<file path="config.mk">
export PLATFORM = sky130hd
export DESIGN_NAME = alu_issue_stage
export DESIGN_NICKNAME = d
export VERILOG_FILES = /design/src/rtl/alu_issue_stage.sv
export SDC_FILE = /design/constraint.sdc
export NUM_CORES = 1
export LEC_CHECK = 0
export CAP_MARGIN = 20
export CORE_UTILIZATION = 51
export CTS_CLUSTER_SIZE = 20
export DETAILED_ROUTE_END_ITERATION = 16
export GPL_TIMING_DRIVEN = 0
export PLACE_DENSITY = 0.94
export SETUP_SLACK_MARGIN = 0.02
export SYNTH_ARGS = -nofsm -noshare
export SYNTH_HDL_FRONTEND = slang
export SYNTH_SLANG_ARGS = --single-unit
</file>
<file path="constraint.sdc">
create_clock -name clk -period 4.6 [get_ports clk]
set_clock_uncertainty 0.05 [all_clocks]
set_input_delay 0.69 -clock clk [delete_from_list [all_inputs] [get_ports clk]]
set_output_delay 0.69 -clock clk [all_outputs]
set_load 0.03 [all_outputs]
</file>
<file path="src/rtl/alu_issue_stage.sv">
`default_nettype none
// ============================================================================
// Module   : alu_issue_stage
// Purpose  : Producer side of the ALU interface. Decodes a RISC-V instruction
//            (ADD, SUB, ADDI, LUI, AUIPC) plus register operands into an ALU
//            operation and A/B operands, and presents them to the ALU through
//            a registered valid/ready stage with a 2-entry skid buffer.
// Ports    : clk, reset (async, active-low)
//            Instr_Valid_i / Instr_Ready_o      upstream handshake
//            Instruction_i, PC_i, Rs1_Data_i, Rs2_Data_i   decode inputs
//            Issue_Valid_o / Issue_Ready_i      downstream handshake
//            ALU_Operation_o, A_o, B_o, Rd_o, Reg_Write_o, Illegal_o  head payload
//            Issued_Count_o, Illegal_Count_o    (only with ALU_ISSUE_STATS_EN)
// Config   : define ALU_ISSUE_STATS_EN to add the pop / illegal-pop counters.
// Revision : 1.0 - initial release
// ============================================================================
module alu_issue_stage #(
  parameter int DATA_WIDTH = 32
) (
  input  logic                  clk,
  input  logic                  reset,
  input  logic                  Instr_Valid_i,
  output logic                  Instr_Ready_o,
  input  logic [31:0]           Instruction_i,
  input  logic [DATA_WIDTH-1:0] PC_i,
  input  logic [DATA_WIDTH-1:0] Rs1_Data_i,
  input  logic [DATA_WIDTH-1:0] Rs2_Data_i,
  output logic                  Issue_Valid_o,
  input  logic                  Issue_Ready_i,
  output logic [3:0]            ALU_Operation_o,
  output logic [DATA_WIDTH-1:0] A_o,
  output logic [DATA_WIDTH-1:0] B_o,
  output logic [4:0]            Rd_o,
  output logic                  Reg_Write_o,
  output logic                  Illegal_o
`ifdef ALU_ISSUE_STATS_EN
  ,
  output logic [15:0]           Issued_Count_o,
  output logic [15:0]           Illegal_Count_o
`endif
);

  localparam logic [3:0] OP_ADD     = 4'b0000;
  localparam logic [3:0] OP_SUB     = 4'b0001;
  localparam logic [3:0] OP_LUI     = 4'b0010;
  localparam logic [3:0] OP_ILLEGAL = 4'b1111;

  localparam logic [6:0] OPC_OP     = 7'b0110011;
  localparam logic [6:0] OPC_OP_IMM = 7'b0010011;
  localparam logic [6:0] OPC_LUI    = 7'b0110111;
  localparam logic [6:0] OPC_AUIPC  = 7'b0010111;

  typedef enum logic [1:0] {
    ST_EMPTY = 2'd0,
    ST_ONE   = 2'd1,
    ST_FULL  = 2'd2
  } state_t;

  typedef struct packed {
    logic [3:0]            op;
    logic [DATA_WIDTH-1:0] a;
    logic [DATA_WIDTH-1:0] b;
    logic [4:0]            rd;
    logic                  reg_write;
    logic                  illegal;
  } entry_t;

  state_t state_q, state_d;
  entry_t head_q,  head_d;
  entry_t skid_q,  skid_d;
  logic   ready_q, ready_d;
  entry_t dec_entry;

  logic accept;
  logic pop;

  assign accept = Instr_Valid_i && ready_q;
  assign pop    = (state_q != ST_EMPTY) && Issue_Ready_i;

  // ------------------------------------------------------------------------
  // Decode happens on the incoming word so only decoded fields are stored.
  // ------------------------------------------------------------------------
  always_comb begin
    logic [6:0] opcode;
    logic [2:0] funct3;
    logic [6:0] funct7;
    logic       legal;

    opcode    = Instruction_i[6:0];
    funct3    = Instruction_i[14:12];
    funct7    = Instruction_i[31:25];
    legal     = 1'b1;
    dec_entry = '0;
    dec_entry.rd = Instruction_i[11:7];

    if (opcode == OPC_OP && funct3 == 3'b000 && funct7 == 7'b0000000) begin
      dec_entry.op = OP_ADD;
      dec_entry.a  = Rs1_Data_i;
      dec_entry.b  = Rs2_Data_i;
    end else if (opcode == OPC_OP && funct3 == 3'b000 && funct7 == 7'b0100000) begin
      dec_entry.op = OP_SUB;
      dec_entry.a  = Rs1_Data_i;
      dec_entry.b  = Rs2_Data_i;
    end else if (opcode == OPC_OP_IMM && funct3 == 3'b000) begin
      dec_entry.op = OP_ADD;
      dec_entry.a  = Rs1_Data_i;
      dec_entry.b  = {{20{Instruction_i[31]}}, Instruction_i[31:20]};
    end else if (opcode == OPC_LUI) begin
      dec_entry.op = OP_LUI;
      dec_entry.a  = '0;
      dec_entry.b  = {Instruction_i[31:12], 12'b0};
    end else if (opcode == OPC_AUIPC) begin
      dec_entry.op = OP_ADD;
      dec_entry.a  = PC_i;
      dec_entry.b  = {Instruction_i[31:12], 12'b0};
    end else begin
      legal        = 1'b0;
      dec_entry.op = OP_ILLEGAL;
    end

    dec_entry.illegal   = !legal;
    // Writes to x0 are architecturally discarded, so suppress them here.
    dec_entry.reg_write = legal && (Instruction_i[11:7] != 5'd0);
  end

  // ------------------------------------------------------------------------
  // Skid-buffer occupancy control.
  // ------------------------------------------------------------------------
  always_comb begin
    state_d = state_q;
    head_d  = head_q;
    skid_d  = skid_q;

    unique case (state_q)
      ST_EMPTY: begin
        if (accept) begin
          head_d  = dec_entry;
          state_d = ST_ONE;
        end
      end
      ST_ONE: begin
        if (accept && pop) begin
          // Head leaves and the new word takes its place on the same edge.
          head_d  = dec_entry;
        end else if (accept) begin
          skid_d  = dec_entry;
          state_d = ST_FULL;
        end else if (pop) begin
          state_d = ST_EMPTY;
        end
      end
      ST_FULL: begin
        // Upstream is stalled in this state, so only a pop can occur.
        if (pop) begin
          head_d  = skid_q;
          state_d = ST_ONE;
        end
      end
      default: begin
        state_d = ST_EMPTY;
      end
    endcase

    // Ready is registered: it reflects the occupancy we are about to enter.
    ready_d = (state_d != ST_FULL);
  end

  always_ff @(posedge clk or negedge reset) begin
    if (!reset) begin
      state_q <= ST_EMPTY;
      head_q  <= '0;
      skid_q  <= '0;
      ready_q <= 1'b1;
    end else begin
      state_q <= state_d;
      head_q  <= head_d;
      skid_q  <= skid_d;
      ready_q <= ready_d;
    end
  end

  assign Instr_Ready_o   = ready_q;
  assign Issue_Valid_o   = (state_q != ST_EMPTY);
  assign ALU_Operation_o = head_q.op;
  assign A_o             = head_q.a;
  assign B_o             = head_q.b;
  assign Rd_o            = head_q.rd;
  assign Reg_Write_o     = head_q.reg_write;
  assign Illegal_o       = head_q.illegal;

`ifdef ALU_ISSUE_STATS_EN
  // ------------------------------------------------------------------------
  // Issue statistics; both counters wrap naturally at 16 bits.
  // ------------------------------------------------------------------------
  logic [15:0] issued_cnt_q,  issued_cnt_d;
  logic [15:0] illegal_cnt_q, illegal_cnt_d;

  always_comb begin
    issued_cnt_d  = issued_cnt_q;
    illegal_cnt_d = illegal_cnt_q;
    if (pop) begin
      issued_cnt_d = issued_cnt_q + 16'd1;
      if (head_q.illegal) begin
        illegal_cnt_d = illegal_cnt_q + 16'd1;
      end
    end
  end

  always_ff @(posedge clk or negedge reset) begin
    if (!reset) begin
      issued_cnt_q  <= '0;
      illegal_cnt_q <= '0;
    end else begin
      issued_cnt_q  <= issued_cnt_d;
      illegal_cnt_q <= illegal_cnt_d;
    end
  end

  assign Issued_Count_o  = issued_cnt_q;
  assign Illegal_Count_o = illegal_cnt_q;
`endif

endmodule
`default_nettype wire

</file>
Word level (Yosys, flattened, before mapping)
Cells that the tools add are included.
{"block": "classes", "n_reduce_logical": 17, "n_mux": 21, "eq_ne": 11, "bitwise": 1}
{"op": "68-bit 2-to-1 mux", "count": 4}
{"op": "75-bit 2-to-1 mux", "count": 3}
{"op": "75-bit one-hot mux with 3 select lines", "count": 1}
{"op": "64-bit 2-to-1 mux", "count": 1}
{"op": "7-bit by 6-bit == test with 1-bit output, second input constant", "count": 3}
{"op": "7-bit by 5-bit == test with 1-bit output, second input constant", "count": 2}
{"op": "2-bit 2-to-1 mux", "count": 5}
{"op": "1-bit logical AND", "count": 8}
{"op": "2-bit != test, second input constant", "count": 4}
{"op": "7-bit zero test", "count": 1}
{"op": "2-bit one-hot mux with 3 select lines", "count": 1}
{"op": "1-bit 2-to-1 mux", "count": 5}
{"op": "5-bit nonzero test", "count": 1}
{"op": "4-bit 2-to-1 mux", "count": 1}
{"op": "4-bit AND reduction", "count": 1}
{"op": "3-bit zero test", "count": 1}
{"op": "3-bit AND reduction", "count": 1}
{"op": "3-bit nonzero test", "count": 1}
{"op": "2-bit by 1-bit == test with 1-bit output, second input constant", "count": 1}
{"op": "2-bit == test, second input constant", "count": 1}
{"op": "2-bit zero test", "count": 1}
{"op": "2-bit nonzero test", "count": 1}
{"op": "1-bit zero test", "count": 1}
{"op": "1-bit inverter", "count": 1}
{"block": "totals", "output_inout_bits": 77, "input_bits": 132, "ff_bits": 153}

Depth between registers and ports, before layout
{"block": "depth", "word_depth": 9, "mapped_depth": 7}

Worst setup path before layout
OpenSTA, ideal clock, no wires.
{"block": "synth_timing", "kind": "in2reg", "from": "input port Instruction_i[27]", "to": "register head_q, in the netlist B_o[6]", "t_required_ns": 4.456, "path_buffers": 1, "slack_ns": 2.116, "stages": 5, "setup_ns": 0.094, "arrival_ns": 2.340, "path_cell_list": "or4_1 nor4_4 buf_6 a32oi_1 a221oi_2"}
{"block": "synth_via", "elab_chain_len": 6}
{"element": "from (decl)", "line_no": "24", "source": "input logic [31:0] Instruction_i,"}
{"element": "7-bit by 6-bit == test with 1-bit output", "line_no": "100", "source": "end else if (opcode == OPC_OP && funct3 == 3'b000 && funct7 == 7'b0100000) begin"}
{"element": "1-bit logical AND", "line_no": "100"}
{"element": "68-bit 2-to-1 mux", "line_no": "100"}
{"element": "68-bit 2-to-1 mux *", "line_no": "96", "source": "if (opcode == OPC_OP && funct3 == 3'b000 && funct7 == 7'b0000000) begin"}
{"element": "75-bit 2-to-1 mux (on tied branches)", "line_no": "142, 136"}
{"element": "75-bit one-hot mux with 3 select lines *", "line_no": "134", "source": "unique case (state_q)"}
{"element": "to (signal assigned)", "line_no": "171", "source": "head_q <= '0;"}
{"element": "to (signal assigned)", "line_no": "176", "source": "head_q <= head_d;"}
{"element": "to (decl)", "line_no": "69", "source": "entry_t head_q, head_d;"}
Mark *: on every way between the ends. The rest lies on a longest branch, timed or not. The select of a mux whose other input is x is not followed.
A chain may end at the register's enable or synchronous reset.

Worst setup path after layout
{"block": "layout_timing", "from": "input port Instr_Valid_i", "to": "register head_q, in the netlist B_o[31]"}
{"block": "layout_via", "elab_chain_len": 4}
{"element": "from (decl)", "line_no": "22", "source": "input logic Instr_Valid_i,"}
{"element": "1-bit logical AND *", "line_no": "77", "source": "assign accept = Instr_Valid_i && ready_q;"}
{"element": "1-bit logical AND", "line_no": "142", "source": "if (accept && pop) begin"}
{"element": "2-bit != test (no line)"}
{"element": "4-bit AND reduction (no line) *"}
Mark *: on every way between the ends. The rest lies on a longest branch, timed or not.

==> impl_metrics.tcl <==
set metrics [dict create \
    hold_viol_final 0 \
    core_area_um2 13300 \
    clkSinkCount 149 \
    area_delta_synth_final_pct 42.0 \
    ir_drop_mv 0.465 \
    wirelength_um 23100 \
    grt_max_degree 85 \
    synth_edf_count 0 \
    cts_tree "yes" \
    die_h_um 119 \
    setup_viol 0 \
    die_w_um 119 \
    wl_per_cell_um 20.6 \
    final_area_um2 9890 \
    ys_types 50 \
    final_common_cell "clkdlybuf4s50_1" \
    initial_core_util_pct 52.4 \
    clkTransAtPathRegs_ps 60 \
    ys_ff_latch 149 \
    drtAntennaViolNets 0 \
    ioPinCount 209 \
    ys_seq_area_share_pct 53.5 \
    final_max_slew_viol_count 0 \
    clock_latency_ps 430 \
    root_buffer "clkbuf_16" \
    path_max_fanout 10 \
    fillers 875 \
    synth_area_um2 6970 \
    antenna_found_initial 0 \
    postCtsHoldBufs 0 \
    first_pass_iters 6 \
    post-route-drc-count 0 \
    cts_resized 0 \
    power.density_nw_per_um2 658 \
    drt_iter0_drc 782 \
    dpl-instance-area_um2 9300 \
    path_class "in -> reg" \
    ys.flop_type "dfrtp_1" \
    dp_hpwl_um 16400 \
    post_cts_buffers 0 \
    via_per_inst 6.29 \
    multi_input_area_um2 2930 \
    worst_slew_pin_slew_ps 942 \
    async_flop_share_pct 100 \
    synthCells 703 \
    final_cell_mix "207 x clkdlybuf4s50_1, 197 x nor2_1, 148 x dfrtp_1, 67 x a21oi_1, 61 x a32oi_1" \
    cts_max_level 4 \
    vias 7053 \
    fin_nets 1064 \
    ff_latch_area_um2 3730 \
    die_area_um2 14100 \
    dp_cells 1089 \
    first_global_vias 6957 \
    num_rows 42 \
    diodes 0 \
    max_freq_mhz 308 \
    rsz0062_at_grt "false" \
    status "finished, final reports clean" \
    fin_crit_ps 3250 \
    drive_gt1_share_pct 9.21 \
    syn-num-nets 835 \
    avgSynthCellArea_um2 9.91 \
    port_buffers 208 \
    drv_cap 0 \
    hold_class "in -> async" \
    final.period_utilization_pct 70.6 \
    worstSetupEndpointType "register" \
    synth_warnings 0 \
    max_slew_margin_pct 37.0 \
    grt.overflow.total 0 \
    place.gp.congestion 0.821 \
    p_leak_nw 3.94 \
    cts-buffers-inserted 17 \
    cts_buffer_depth 2 \
    crit_path_start_kind "primary input" \
    cp.required_ps 4900 \
    grt_usage_pct 33.6 \
    worstPathArrival_ps 3540 \
    grt_first_pass_wirelength_um 36400 \
    instances_no_fill 1121 \
]
## logic make-up (layout without fill, tap and decap cells)
group                  Yosys count  count (layout)  synth area share (%)
AOI/OAI and AO/OA              224             224                  25.8
buffers and inverters           67             309                  4.38
DFF                            149             149                  53.5
muxes                            1               1                 0.144
and+or+nand+nor                262             262                  16.1
## cells in the mapped netlist, types with 3 or more instances
cell type / n / area [um^2]
buf_4: 3 / 22.5
a31oi_1: 9 / 56.3
nand2_1: 33 / 124
o21ai_0: 7 / 35.0
a21oi_1: 67 / 335
a221oi_2: 23 / 345
nand3_1: 3 / 15.0
clkbuf_1: 45 / 169
dfrtp_1: 148 / 3700
a221oi_1: 39 / 342
nand2b_1: 4 / 25.0
nor2_1: 197 / 739
a32oi_1: 61 / 534
buf_2: 10 / 50.1
inv_1: 3 / 11.3
buf_6: 4 / 45.0
## state kept, by name (all words and copies together), names as in the netlist
signal and count:
skid_q 73, state_q 2, B_o 32, ALU_Operation_o 3, Instr_Ready_o 1, Reg_Write_o 1, A_o 32, Rd_o 5
## report_power, final
group | switching [W] | internal, W | total [W] | leakage (nW)
clock | 0.000561 | 0.000846 | 0.00141 | 0.277
sequential | 0.000401 | 0.00195 | 0.00236 | 1.78
combinational | 0.00163 | 0.00112 | 0.00274 | 1.88
total | 0.00259 | 0.00392 | 0.00651 | 3.94
## cell type report
type,count,area share (%)
Sequential cell,149,37.7
Buffer,64,2.97
Clock inverter,14,1.63
Timing Repair Buffer,210,21.4
Tap cell,176,2.23
Multi-Input combinational cell,487,29.6
Clock buffer,18,4.34
Inverter,3,0.114
## final timing paths
path,startpoint,end,slack [ps],cells after the start
max,Instr_Valid_i,B_o[31],1350,7
min,reset,A_o[21],190,1
max reg2reg,Instr_Ready_o,B_o[31],1610,6
min reg2reg,skid_q[1],skid_q[1],420,2
max in group asynchronous,reset,Instr_Ready_o,3450,2
min in group clk,skid_q[1],skid_q[1],420,2
## worst max-delay path, cell delays in order
cell and delay [ps]:
clkdlybuf4s50_1 550, nand3b_1 130, o21ai_1 720, clkbuf_1 580
clkbuf_1 530, o21ai_0 200, o22ai_1 140
## metrics by stage
step	worst slack (ps)	setup TNS [ps]	utilization [%]	total power [W]	hold slack [ps]
5_1_grt	1180	0	74.4	0.00679	246
3_5_place_dp	1030	0	70.0	0.00505	409
4_1_cts	1380	0	74.4	0.00648	217
6_report	1350	0	74.4	0.00651	190
2_1_floorplan	2120	0	-	0.00387	344
3_3_place_gp	-3040	-449580	69.7	0.00493	403
## routing by layer
metal,GRT usage [%],vias up,part of all wire [%]
li1,-,3077,-
met1,41.6,3404,37
met2,54.4,483,49
met3,8.19,89,9.9
met4,18.3,0,4.4
met5,0,-,0
Note: power is estimated with default switching activity, not from simulation.
